`config.mk`:
```
export PLATFORM = sky130hd
export DESIGN_NAME = seven_seg_scan_driver
export DESIGN_NICKNAME = d
export VERILOG_FILES = /design/src/rtl/seven_seg_scan_driver.sv
export SDC_FILE = /design/constraint.sdc
export NUM_CORES = 1
export LEC_CHECK = 0
export ABC_AREA = 1
export CAP_MARGIN = 20
export CORE_MARGIN = 4
export CORE_UTILIZATION = 60
export DETAILED_ROUTE_END_ITERATION = 6
export PLACE_DENSITY_LB_ADDON = 0.15
export SYNTH_ARGS = -nofsm -noshare
export SYNTH_HDL_FRONTEND = slang
export SYNTH_SLANG_ARGS = --single-unit
```
`constraint.sdc`:
```
create_clock -name clk -period 6.31 [get_ports clk]
set_clock_uncertainty 0.05 [all_clocks]
set_input_delay 0.9465 -clock clk [delete_from_list [all_inputs] [get_ports clk]]
set_output_delay 0.9465 -clock clk [all_outputs]
set_load 0.1 [all_outputs]
```
`src/rtl/seven_seg_scan_driver.sv`:
```
// seven_seg_scan_driver
//   Multiplexed multi-digit 7-segment display driver. A pending register
//   captures digit codes on load; the display register takes them only on the
//   last tick of the final digit so a frame is never torn. One digit is driven
//   per scan slot of CLK_DIV cycles.
// Ports:
//   clk, rst          clock, synchronous active-high reset
//   load              capture value/dp_in into the pending register
//   value, dp_in      4-bit digit codes (digit 0 least significant), decimal points
//   enable            0 blanks the pins while the scan keeps running
//   seg, dp, an       registered segment {a..g}, decimal point, one-hot digit enable
//   digit_idx         digit currently being scanned
//   frame_done        high during the final tick of digit DIGITS-1
//   err               sticky flag: an invalid code reached the display register
module seven_seg_scan_driver #(
   parameter int DIGITS      = 4,
   parameter int CLK_DIV     = 50000,
   parameter int HEX_MODE    = 0,
   parameter int ACTIVE_LOW  = 0,
   parameter int LZ_SUPPRESS = 1,
   localparam int IW = (DIGITS > 1) ? $clog2(DIGITS) : 1
) (
   input  logic                  clk,
   input  logic                  rst,
   input  logic                  load,
   input  logic [4*DIGITS-1:0]   value,
   input  logic [DIGITS-1:0]     dp_in,
   input  logic                  enable,
   output logic [6:0]            seg,
   output logic                  dp,
   output logic [DIGITS-1:0]     an,
   output logic [IW-1:0]         digit_idx,
   output logic                  frame_done,
   output logic                  err
);

   localparam int   PW  = $clog2(CLK_DIV);
   localparam logic POL = (ACTIVE_LOW != 0);

   logic [PW-1:0]         presc;
   logic [PW-1:0]         presc_nxt;
   logic [IW-1:0]         idx_nxt;
   logic                  tick;
   logic                  boundary;

   logic [4*DIGITS-1:0]   pend_val;
   logic [DIGITS-1:0]     pend_dp;
   logic [4*DIGITS-1:0]   disp_val;
   logic [DIGITS-1:0]     disp_dp;

   logic [4*DIGITS-1:0]   xfer_val;
   logic [DIGITS-1:0]     xfer_dp;
   logic                  xfer_bad;

   logic [3:0]            cur_code;
   logic                  cur_dp;
   logic                  cur_blank;
   logic                  zero_run;
   logic [6:0]            seg_l;
   logic                  dp_l;
   logic [DIGITS-1:0]     an_l;

   function automatic logic [6:0] dec7(input logic [3:0] code);
      logic [6:0] s;
      case (code)
         4'd0:    s = 7'b1111110;
         4'd1:    s = 7'b0110000;
         4'd2:    s = 7'b1101101;
         4'd3:    s = 7'b1111001;
         4'd4:    s = 7'b0110011;
         4'd5:    s = 7'b1011011;
         4'd6:    s = 7'b1011111;
         4'd7:    s = 7'b1110000;
         4'd8:    s = 7'b1111111;
         4'd9:    s = 7'b1111011;
         4'd10:   s = 7'b1110111;
         4'd11:   s = 7'b0011111;
         4'd12:   s = 7'b1001110;
         4'd13:   s = 7'b0111101;
         4'd14:   s = 7'b1001111;
         default: s = 7'b1000111;
      endcase
      // Without hex support, codes above 9 show a single dash.
      if (HEX_MODE == 0 && code > 4'd9) s = 7'b0000001;
      return s;
   endfunction

   assign tick      = (presc == PW'(CLK_DIV - 1));
   assign boundary  = tick && (digit_idx == IW'(DIGITS - 1));
   assign presc_nxt = tick ? '0 : presc + 1'b1;
   assign idx_nxt   = !tick ? digit_idx :
                      (digit_idx == IW'(DIGITS - 1)) ? '0 : digit_idx + 1'b1;

   // A load coinciding with the boundary bypasses the pending register so the
   // freshest data goes straight to the display.
   assign xfer_val = load ? value : pend_val;
   assign xfer_dp  = load ? dp_in : pend_dp;

   always_comb begin
      xfer_bad = 1'b0;
      for (int i = 0; i < DIGITS; i++)
         if (HEX_MODE == 0 && xfer_val[4*i +: 4] > 4'd9) xfer_bad = 1'b1;
   end

   // Walk from the most significant digit down; zero_run stays set while every
   // code seen so far is zero, which marks the current digit as a leading zero.
   always_comb begin
      cur_code  = '0;
      cur_dp    = 1'b0;
      cur_blank = 1'b0;
      zero_run  = 1'b1;
      for (int i = DIGITS - 1; i >= 0; i--) begin
         zero_run = zero_run && (disp_val[4*i +: 4] == 4'd0);
         if (digit_idx == IW'(i)) begin
            cur_code  = disp_val[4*i +: 4];
            cur_dp    = disp_dp[i];
            cur_blank = (LZ_SUPPRESS != 0) && (i > 0) && zero_run;
         end
      end
   end

   // A blanked digit keeps its anode on only when its decimal point is lit.
   always_comb begin
      seg_l = (enable && !cur_blank) ? dec7(cur_code) : 7'b0;
      dp_l  = enable && cur_dp;
      an_l  = (enable && (!cur_blank || cur_dp)) ? (DIGITS'(1) << digit_idx) : '0;
   end

   always_ff @(posedge clk) begin
      if (rst) begin
         presc      <= '0;
         digit_idx  <= '0;
         pend_val   <= '0;
         pend_dp    <= '0;
         disp_val   <= '0;
         disp_dp    <= '0;
         frame_done <= 1'b0;
         err        <= 1'b0;
         seg        <= {7{POL}};
         dp         <= POL;
         an         <= {DIGITS{POL}};
      end else begin
         presc     <= presc_nxt;
         digit_idx <= idx_nxt;
         // frame_done is registered from the next-state boundary so it is high
         // in the same cycle the boundary state is present.
         frame_done <= (presc_nxt == PW'(CLK_DIV - 1)) && (idx_nxt == IW'(DIGITS - 1));
         if (load) begin
            pend_val <= value;
            pend_dp  <= dp_in;
         end
         if (boundary) begin
            disp_val <= xfer_val;
            disp_dp  <= xfer_dp;
            err      <= xfer_bad;
         end
         seg <= seg_l ^ {7{POL}};
         dp  <= dp_l ^ POL;
         an  <= an_l ^ {DIGITS{POL}};
      end
   end

endmodule

```
**Word level (Yosys, flattened, before mapping)**

Memories as Yosys holds them, arrays and structs flattened.
Cells that the tools add are included.

- Flip-flop bits (word level): 72
- Bits in read-only memories: 112
- Bits of input ports: 24
- Output and inout port bits: 16
- Logic and storage cells: 67
- Memories kept: 1

- $add $sub $neg: 2
- Order comparisons: 5
- Equal/unequal tests: 6
- Shift operators: 1
- Multiplexer cells: 22
- Bitwise logic cells: 2
- Reduce and logical (&&, ||, !) cells: 16

Memory list:

| memory | depth | width | rd ports | clocked after Yosys merged registers in | wr ports | line | RTL |
|---|---|---|---|---|---|---|---|
| (name not given) | 16 | 7 | 1 | 0 | 0 | 65 | `case (code)` |

Operators with widths:

| cell | number |
|---|---|
| == test 16 bit (second input constant) | 2 |
| two-way mux 16 bit | 2 |
| > comparator 4 bit (second input constant) | 5 |
| two-way mux 4 bit | 5 |
| adder 16 x 1 -> 16 bit (second input constant) | 1 |
| two-way mux 1 bit | 13 |
| zero test 4 bit | 3 |
| logical AND 1 bit | 7 |
| == test 2 bit (second input constant) | 3 |
| two-way mux 2 bit | 2 |
| OR reduction 2 bit | 2 |
| left shift 1 x 2 -> 4 bit (first input constant) | 1 |
| OR reduction 3 bit | 1 |
| adder 2 x 1 -> 2 bit (second input constant) | 1 |
| == test 2 x 1 -> 1 bit (second input constant) | 1 |
| zero test 2 bit | 1 |
| inverter 1 bit | 2 |
| zero test 1 bit | 1 |
| logical OR 1 bit | 1 |

**Longest topological paths before layout**

Gate-level depths: netlist of the first run.

- Depth in word-level cells: 10
- Depth in mapped cells: 15
- Mapped depth without buffers: 15

**Worst setup path after synthesis of the first run**

Ideal clock, no wire load.

- Kind: register to register
- Start point: register digit_idx[0]
- End point: register seg[1]
- Setup time: 0.122 ns
- Arrival time: 2.822 ns
- Data required time: 6.138 ns
- Slack: 3.317 ns
- Cell stages (with the launch flop): 13
- Buffers on the path: 1
- Period minus slack after synthesis: 2.993 ns
- Cell sequence: dfxtp_1 -> inv_1 -> ha_1 -> buf_2 -> a21oi_1 -> nand2_1 -> o21ai_0 -> inv_1 -> ha_1 -> nor2_1 -> nand2_1 -> nand3_1 -> a21oi_1

- Longest elaborated chain between the ends: 9
- Elaborated cells between the ends (all ways): 18
- Those cells by class: order compare (1); eq/ne (3); mux (8); bitwise (1); reduce/logical (4); memory (1)

Ends and longest elaborated chain:

| item | line | RTL |
|---|---|---|
| start, declared | 32 | `output logic [IW-1:0] digit_idx,` |
| start signal, assigned | 144 | `digit_idx <= idx_nxt;` |
| branches (longest 9 deep; another with > comparator 4 bit) | - |  |
| end signal, assigned | 139 | `seg <= {7{POL}};` |
| end signal, assigned | 157 | `seg <= seg_l ^ {7{POL}};` |
| end, declared | 29 | `output logic [6:0] seg,` |

Parallel ways; which one is timed is not known.
A chain may end at the register's enable or synchronous reset.

**Worst setup path after layout of the first run**

- Start point: register digit_idx[0]
- End point: output digit_idx[0]

No word-level cell between the ends.

==> results of run 1 <==
power groups by stage:
| stage | Sequential [mW] | Clock (mW) | Combinational [mW] |
|---|---|---|---|
| 6_report | 0.471 | 0.327 | 0.0826 |
| 5_1_grt | 0.472 | 0.348 | 0.0899 |
| 4_1_cts | 0.471 | 0.330 | 0.0823 |
| 3_5_place_dp | 0.481 | 0 | 0.0817 |
| 3_3_place_gp | 0.481 | 0 | 0.0798 |
| 2_1_floorplan | 0.498 | 0 | 0.0380 |
worst max path at each step:
stage | endpoint
final | digit_idx[0]
after global routing | seg[6]
after CTS | digit_idx[1]
after detailed placement | err
after global placement | err
after floorplan | seg[1]
cells in the final DEF (no fill, tap or decap), drive strengths merged:
cell type	instances
dfxtp	72
nand3b	1
o21bai	1
clkbuf	12
clkdlybuf4s50	39
clkinv	2
xor2	4
o21a	7
ha	12
nand4	7
o21ai	20
inv	61
a21oi	41
nand2	103
mux2i	15
clkinvlp	1
nand3	23
xnor2	1
o22ai	2
nor2	78
nor3	9
o211ai	4
buf	2
kinds of logic after synthesis:
logic type / after synthesis
AND/OR/NAND/NOR: 221
buffers and inverters: 76
AO/OA/AOI/OAI: 75
flip-flops: 72
multiplexers: 15
adder cells (fa/ha/maj): 12
XOR/XNOR: 5
state kept, by name, indices dropped and copies added (netlist names):
register	cells
digit_idx	2
an	4
err	1
frame_done	1
disp_dp	4
pend_dp	4
seg	7
dp	1
disp_val	16
presc	16
pend_val	16
routing by layer:
layer  part of all wire [%]  track usage [%]  vias to the layer above
met5                      0                0                        -
met4                    2.5             9.35                        0
met3                    5.5             4.85                       20
met2                     44             34.6                       92
met1                     48             28.7                     1402
li1                       -                -                     1590
final cells by class:
cell class                 instances  share of cell area, %
multi-input combinational        328                   43.4
sequential                        72                   34.7
clock inverter                     3                  0.422
clock buffer                      12                   3.74
inverter                          61                   5.58
timing repair buffer              41                   9.95
tap                               72                   2.17
==> flow_metrics.py, run 1 <==
metrics = {
    "outcome": {
        "outcome": "finished, final reports clean",
    },
    "yosys": {
        "synth_largest_area_cell": "dfxtp_1",
        "synth_enable_flop_cells": 0,
        "postSynthAreaPerCell_um2": 7.53,
        "synth_flop_cell": "dfxtp_1",
        "syn_nets": 512,
        "yosysWarnings": 0,
        "synth_area_um2": 3580,
        "synth_area_leaders": "dfxtp_1 (40%), nand2_1 (10%), nor2_1 (7.3%)",
        "synth_async_sr_flop_share_pct": 0,
        "ys_types": 36,
        "synth_most_common_cell": "nand2_1",
        "synth_top_family_by_area": "simple AND/OR/NAND/NOR gates",
        "seq_area_frac_synth_pct": 40.2,
        "synth-xor-area-share_pct": 1.22,
        "synthAdderAreaFrac_pct": 4.19,
        "synth_cells": 476,
        "synth_compound_gate_area_share_pct": 14.0,
        "synthTopCellsByCount": "nand2_1 (99), dfxtp_1 (72), nor2_1 (70)",
        "synth_seq_cells": 72,
        "muxShareOfSynthArea_pct": 4.19,
        "yosys.area.top_type_share_pct": 40.2,
        "yosys.area_share.simple_pct": 26.6,
    },
    "sta": {
        "post-route-period-util_pct": 46.8,
        "fin_setup_tns_ns": 0,
        "finalCriticalPeriod_ns": 2.96,
        "max_freq_mhz": 338,
        "maxSlewViolCount": 0,
        "worst_pin_slew_ns": 0.970,
        "hold_violations": 0,
        "setup_slack_ns": 3.35,
        "rsz0062_at_grt": "false",
        "finalSetupViolCount": 0,
        "max-slew-margin-rel_pct": 35.1,
        "fin_hold_ws_ns": 0.428,
    },
    "global_routing": {
        "grt_use_total_pct": 21.9,
        "grt_max_degree": 41,
        "overflow": 0,
        "antenna_found_initial": 0,
        "grt_pass1_vias": 2952,
        "grt_pass1_wl_um": 13100,
    },
    "setup_path": {
        "max_stage_delay_ns": 1.18,
        "critPathMaxFanout": 6,
        "cp_slowest_cell": "clkdlybuf4s50_1",
        "r2r-start": "digit_idx[0]",
        "crit_path_end_kind": "output port",
        "cp.required_ns": 5.31,
        "worst_setup_path_start_kind": "flip-flop",
        "r2r_end": "seg[3]",
        "crit_arrival_ns": 1.96,
        "crit_type": "reg -> out",
        "startpoint": "digit_idx[0]",
        "crit_chain": "clkdlybuf4s50_1",
        "crit_cells": 1,
        "critPathTopFamily": "buffers and inverters",
        "critPathBufInv": 1,
        "r2r.worst_path.cells": 10,
        "ff2ff_setup_slack_ns": 3.54,
    },
    "finish": {
        "antenna-diode-count": 0,
        "multi_input_area_um2": 1800,
        "instances_no_fill": 589,
        "final_area_um2": 4150,
        "postLayoutCoreUtil_pct": 73.5,
        "final_layout_size_suffix_gt1_share_pct": 11.8,
        "nNetsFinal": 549,
        "fillers": 459,
        "syn2layout_area_growth_pct": 15.7,
        "regArea_um2": 1440,
    },
    "min_path": {
        "min-delay-start": "disp_val[0]",
        "min_to": "disp_val[0]",
        "hold_path_class": "reg -> reg",
        "worstHoldPathCells": 1,
    },
    "clock_network": {
        "cts-buffers-inserted": 9,
        "postCtsHoldBufs": 0,
        "cts_tree": "yes",
        "cts_max_path_buffers": 2,
        "cts-htree-levels": 3,
        "cts.clk_slew.worst_paths_ns": 0.07,
        "root_buffer": "clkbuf_8",
        "clock_latency_ns": 0.34,
        "cts_sinks": 72,
        "cts_setup_buffers": 0,
        "cts_resized": 0,
    },
    "placed_design": {
        "pre_cts_ws_ns": 3.04,
        "gp_congestion": 0.858,
        "placed_area_um2": 3960,
        "io_buffer_count": 39,
        "placed_cells": 573,
        "dp_hpwl_um": 5330,
    },
    "floorplanning": {
        "die_h_um": 85.3,
        "die_area_um2": 7280,
        "die_w_um": 85.3,
        "fp-row-count": 27,
        "ios": 40,
        "start_util_pct": 63.5,
        "coreArea_um2": 5640,
    },
    "routing": {
        "wl_per_cell_um": 12.8,
        "drtAntennaViolNets": 0,
        "vias": 3104,
        "drt-total-wl_um": 7550,
        "drt-pass1-iter-count": 5,
        "viasPerCell": 5.27,
        "drt-initial-drc-count": 135,
        "drcViolationCount": 0,
    },
    "power_and_ir_drop": {
        "p_int_mw": 0.659,
        "clkPwrFrac_pct": 37.1,
        "p_leak_nw": 1.80,
        "p_total_mw": 0.880,
        "ir_drop_v": 0.000146,
        "p_sw_share_pct": 25.1,
        "combPwrFrac_pct": 9.4,
        "netSwitchingPower_mw": 0.221,
        "powerDensity_nw_per_um2": 212,
        "seqPwrFrac_pct": 53.5,
    },
    "run": {
        "drv_cap": 0,
    },
}
(Power assumes the default switching activity.)
==> run 2, diff against run 1 <==
CORE_UTILIZATION = 56   (was 60)
clock period = 2.72 ns   (was 6.31 ns; I/O delays follow)
==> run 2 against run 1 <==
  * Final area down 0.45%
  * Total power up 130%
  * Cell count up 1.0%
  * Register-to-register slack worse by 3.1 ns
  * First-iteration DRC count up 49%
  * Routed wire length down 4.7%
  * Clock-buffer cell count unchanged
  * Flip-flop and latch count unchanged
  * Largest cell class unchanged
  * Sequential share of layout area up 0.22 points
==> flow_metrics.py, run 2 (synthesis gave the netlist of run 1 again) <==
metrics = {
    "outcome": {
        "outcome": "finished, final reports clean",
    },
    "finish": {
        "antenna-diode-count": 0,
        "final_area_um2": 4130,
        "fillers": 509,
        "final_cell_mix": "nand2_1 (99), nor2_1 (70), dfxtp_1 (70), inv_1 (55), clkdlybuf4s50_1 (23)",
        "layout_commonest_cell": "nand2_1",
        "biggestRegsByFlops": "disp_val x16, pend_val x16, presc x16",
        "final_layout_size_suffix_gt1_share_pct": 15.8,
        "nNetsFinal": 552,
        "syn2layout_area_growth_pct": 15.2,
    },
    "placed_design": {
        "dp_hpwl_um": 5360,
        "placed_area_um2": 3960,
        "gp_congestion": 0.871,
        "io_buffer_count": 39,
    },
    "global_routing": {
        "grt_use_total_pct": 21.1,
        "antenna_found_initial": 0,
        "grt_pass1_vias": 2853,
        "grt_max_degree": 40,
        "overflow": 0,
        "grt_pass1_wl_um": 12700,
    },
    "clock_network": {
        "cts_sinks": 72,
        "cts-htree-levels": 3,
        "cts_resized": 0,
        "clock_latency_ns": 0.35,
        "cts_setup_buffers": 0,
        "cts-buffers-inserted": 9,
        "root_buffer": "clkbuf_8",
        "cts.clk_slew.worst_paths_ns": 0.07,
        "cts_tree": "yes",
        "cts_max_path_buffers": 2,
        "postCtsHoldBufs": 0,
    },
    "routing": {
        "drt-pass1-iter-count": 5,
        "viasPerCell": 5.07,
        "wl_per_cell_um": 12.1,
        "drcViolationCount": 0,
        "drt-total-wl_um": 7200,
        "drt-initial-drc-count": 201,
        "vias": 3017,
        "drtAntennaViolNets": 0,
    },
    "floorplanning": {
        "start_util_pct": 59.1,
        "ios": 40,
        "coreArea_um2": 6060,
        "die_area_um2": 7740,
        "fp-row-count": 28,
        "die_h_um": 88.0,
        "die_w_um": 88.0,
    },
    "setup_path": {
        "worst_setup_path_start_kind": "flip-flop",
        "cp_slowest_cell": "dfxtp_2",
        "crit_arrival_ns": 2.45,
        "cp.required_ns": 2.91,
        "crit_type": "reg -> reg",
        "crit_chain": "inv_1, ha_1, inv_1, o21ai_0, inv_1, ha_1, nor2_1, nand2_1, nand3_1, a21oi_1",
        "critPathMaxFanout": 8,
        "crit_path_end_kind": "flip-flop",
        "crit_top_cell": "inv_1",
        "max_stage_delay_ns": 0.35,
    },
    "sta": {
        "post-route-period-util_pct": 83.0,
        "maxSlewViolCount": 0,
        "finalCriticalPeriod_ns": 2.26,
        "hold_violations": 0,
        "worst_pin_slew_ns": 0.405,
        "rsz0062_at_grt": "false",
        "fin_hold_ws_ns": 0.421,
        "finalSetupViolCount": 0,
        "fin_setup_tns_ns": 0,
        "max-slew-margin-rel_pct": 73.0,
        "max_freq_mhz": 443,
    },
    "power_and_ir_drop": {
        "powerDensity_nw_per_um2": 492,
        "p_leak_nw": 1.84,
        "ir_drop_v": 0.000357,
    },
    "run": {
        "drv_cap": 0,
    },
    "min_path": {
        "hold_path_class": "reg -> reg",
    },
}
run 2: metal layers:
metal	up-vias	GRT usage, %	share of wire, %
li1	1602	-	-
met1	1323	28.4	50
met2	80	32.4	42
met3	12	4.61	5.5
met4	0	9.62	2.0
met5	-	0	0
run 2: final timing paths:
| path | endpoint | cells after the start | startpoint | slack, ns |
|---|---|---|---|---|
| setup / recovery | seg[3] | 10 | digit_idx[0] | 0.46 |
| hold / removal | disp_dp[2] | 2 | disp_dp[2] | 0.42 |
| setup reg to reg | seg[3] | 10 | digit_idx[0] | 0.46 |
| hold reg to reg | disp_dp[2] | 2 | disp_dp[2] | 0.42 |
run 2: per-stage QoR:
stage / cells / setup WS, ns / util, % / total power [mW]
finish: 595 / 0.462 / 68.1 / 2.03
detailed placement: 580 / 0.485 / 65.3 / 1.30
global route: 595 / 0.170 / 68.1 / 2.12
floorplan: 476 / 0.135 / - / 1.24
CTS: 595 / 0.468 / 68.1 / 2.06
global placement: 580 / 0.537 / 65.3 / 1.30
run 2: layout make-up:
cell class | count | area (um^2) | area share, %
inverter | 61 | 231 | 5.60
sequential | 72 | 1440 | 35.0
clock inverter | 3 | 17.5 | 0.424
tap | 75 | 93.8 | 2.27
timing repair buffer | 44 | 388 | 9.39
clock buffer | 12 | 155 | 3.76
multi-input combinational | 328 | 1800 | 43.6
run 2: worst max-delay path, delay by kind of cell (launching register included):
| kind | cells | cell delay [ns] |
|---|---|---|
| compound gates | 2 | 0.35 |
| flops | 1 | 0.35 |
| buf+inv | 3 | 0.46 |
| fa+ha+maj | 2 | 0.57 |
| simple gates | 3 | 0.36 |
run 2: report_power, final:
| part | internal [mW] | leakage (nW) | total, mW | switching [mW] |
|---|---|---|---|---|
| Clock | 0.373 | 0.0882 | 0.754 | 0.381 |
| Combinational | 0.0732 | 1.17 | 0.189 | 0.115 |
| Sequential | 1.08 | 0.588 | 1.09 | 0.0104 |
| Total | 1.53 | 1.84 | 2.03 | 0.507 |
==> run 3, diff against run 2 <==
CORE_UTILIZATION = 51   (was 56)
clock period = 1.9 ns   (was 2.72 ns; I/O delays follow)
==> run 3 against run 2 <==
  * The run now ends with negative setup slack left
  * Final area grew 13%
  * First-iteration DRC count grew 4.0%
  * Clock-buffer cell count is the same
  * Sequential power grew 43%
  * Routed wire length grew 18%
  * Worst setup slack lost 0.47 ns
  * Fmax grew 18%
  * Largest cell class unchanged
==> flow_metrics.py, run 3 (synthesis gave the netlist of run 1 again) <==
metrics = {
    "finish": {
        "biggestRegsByFlops": "disp_val x16, pend_val x16, presc x16",
        "final_cell_mix": "nand2_1 (92), dfxtp_1 (69), nor2_1 (66), inv_1 (48), buf_4 (44)",
        "fillers": 578,
        "nNetsFinal": 581,
        "final_area_um2": 4680,
        "final_layout_size_suffix_gt1_share_pct": 27.5,
        "antenna-diode-count": 0,
        "syn2layout_area_growth_pct": 30.6,
        "postLayoutCoreUtil_pct": 68.9,
        "layout_commonest_cell": "nand2_1",
    },
    "floorplanning": {
        "die_w_um": 91.8,
        "die_h_um": 91.8,
        "die_area_um2": 8430,
        "start_util_pct": 52.8,
        "ios": 40,
        "coreArea_um2": 6790,
        "fp-row-count": 30,
    },
    "placed_design": {
        "placed_area_um2": 4230,
        "io_buffer_count": 39,
        "dp_hpwl_um": 6020,
        "gp_congestion": 0.911,
        "pre_cts_ws_ns": -0.0295,
    },
    "sta": {
        "worst_pin_slew_ns": 0.435,
        "finalCriticalPeriod_ns": 1.91,
        "max-slew-margin-rel_pct": 70.9,
        "setup_slack_ns": -0.00603,
        "fin_hold_ws_ns": 0.422,
        "max_freq_mhz": 525,
        "maxSlewViolCount": 0,
        "hold_violations": 0,
        "finalSetupViolCount": 1,
        "post-route-period-util_pct": 100,
        "rsz0062_at_grt": "true",
    },
    "power_and_ir_drop": {
        "p_leak_nw": 2.03,
        "ir_drop_v": 0.000454,
        "powerDensity_nw_per_um2": 667,
        "p_total_mw": 3.12,
    },
    "global_routing": {
        "grt_pass1_vias": 3040,
        "grt_pass1_wl_um": 13800,
        "grt_max_degree": 40,
        "antenna_found_initial": 0,
        "grt_use_total_pct": 20.3,
        "overflow": 0,
    },
    "setup_path": {
        "crit_type": "reg -> reg",
        "critPathTopFamily": "simple AND/OR/NAND/NOR gates",
        "crit_arrival_ns": 2.13,
        "critPathMaxFanout": 6,
        "critPathBufInv": 3,
        "cp.required_ns": 2.13,
        "cp_slowest_cell": "dfxtp_4",
        "crit_top_cell": "nand2_2",
        "crit_chain": "inv_6, ha_4, inv_4, nand2_2, o22ai_2, nand2_1, nand2_2, nand2_4, ha_4, inv_2, nand2_2, o21ai_1, nand2_1, a21oi_2",
        "max_stage_delay_ns": 0.40,
        "worst_setup_path_start_kind": "flip-flop",
        "crit_path_end_kind": "flip-flop",
    },
    "min_path": {
        "hold_path_class": "reg -> reg",
    },
    "routing": {
        "viasPerCell": 5.01,
        "drtAntennaViolNets": 0,
        "drt-initial-drc-count": 209,
        "wl_per_cell_um": 13.2,
        "drt-total-wl_um": 8500,
        "vias": 3239,
        "drt-pass1-iter-count": 7,
        "drcViolationCount": 0,
    },
    "run": {
        "drv_cap": 0,
    },
    "outcome": {
        "outcome": "finished with violations",
        "violations": "negative setup slack",
    },
    "clock_network": {
        "cts_sinks": 72,
        "root_buffer": "clkbuf_8",
        "clock_latency_ns": 0.35,
        "cts_tree": "yes",
        "postCtsHoldBufs": 0,
        "cts_max_path_buffers": 2,
        "cts-buffers-inserted": 9,
        "cts-htree-levels": 3,
        "cts.clk_slew.worst_paths_ns": 0.07,
    },
}
[run 3: what timing repair did]
action | 4_1_cts | 5_1_grt
buffers inserted | 3 | 12
pin swaps | 1 | 11
resized for setup | 0 | 38
endpoints found under the setup margin | 7 | 9
cloned | 0 | 1
[run 3: power breakdown]
part	switching [mW]	total [mW]	internal, mW
Clock	0.578	1.26	0.681
Sequential	0.0139	1.56	1.54
Combinational	0.175	0.306	0.131
Total	0.768	3.12	2.36
[run 3: final timing paths]
kind | end | cells after the start | slack, ns | from
max | seg[6] | 14 | -0.006 | digit_idx[0]
max reg2reg | seg[6] | 14 | -0.006 | digit_idx[0]
min | disp_dp[0] | 2 | 0.42 | disp_dp[0]
min reg2reg | disp_dp[0] | 2 | 0.42 | disp_dp[0]
[run 3: layout make-up]
cell class / instances / area [um^2] / area share [%]
multi-input combinational: 329 / 2000 / 42.6
sequential: 72 / 1450 / 31.0
timing repair buffer: 72 / 661 / 14.1
inverter: 61 / 249 / 5.32
clock buffer: 12 / 155 / 3.31
tap: 96 / 120 / 2.57
clock inverter: 4 / 50.0 / 1.07
[run 3: metrics by stage]
stage	instances	setup TNS [ns]
CTS	633	0
detailed placement	614	-0.0815
finish	646	-0.00603
floorplan	476	-0.245
global route	646	-0.658
global placement	614	0
[run 3: layer usage]
metal | GRT usage, % | wire [um]
met1 | 26.8 | 3940
met2 | 31.7 | 4070
met3 | 4.18 | 308
met4 | 9.53 | 173
met5 | 0 | 0
[run 3: tightest hold or removal path: cells and delay by family (launching register included)]
family | cells | cell delay, ns
flops | 1 | 0.30
buf+inv | 1 | 0.08
compound gates | 1 | 0.05
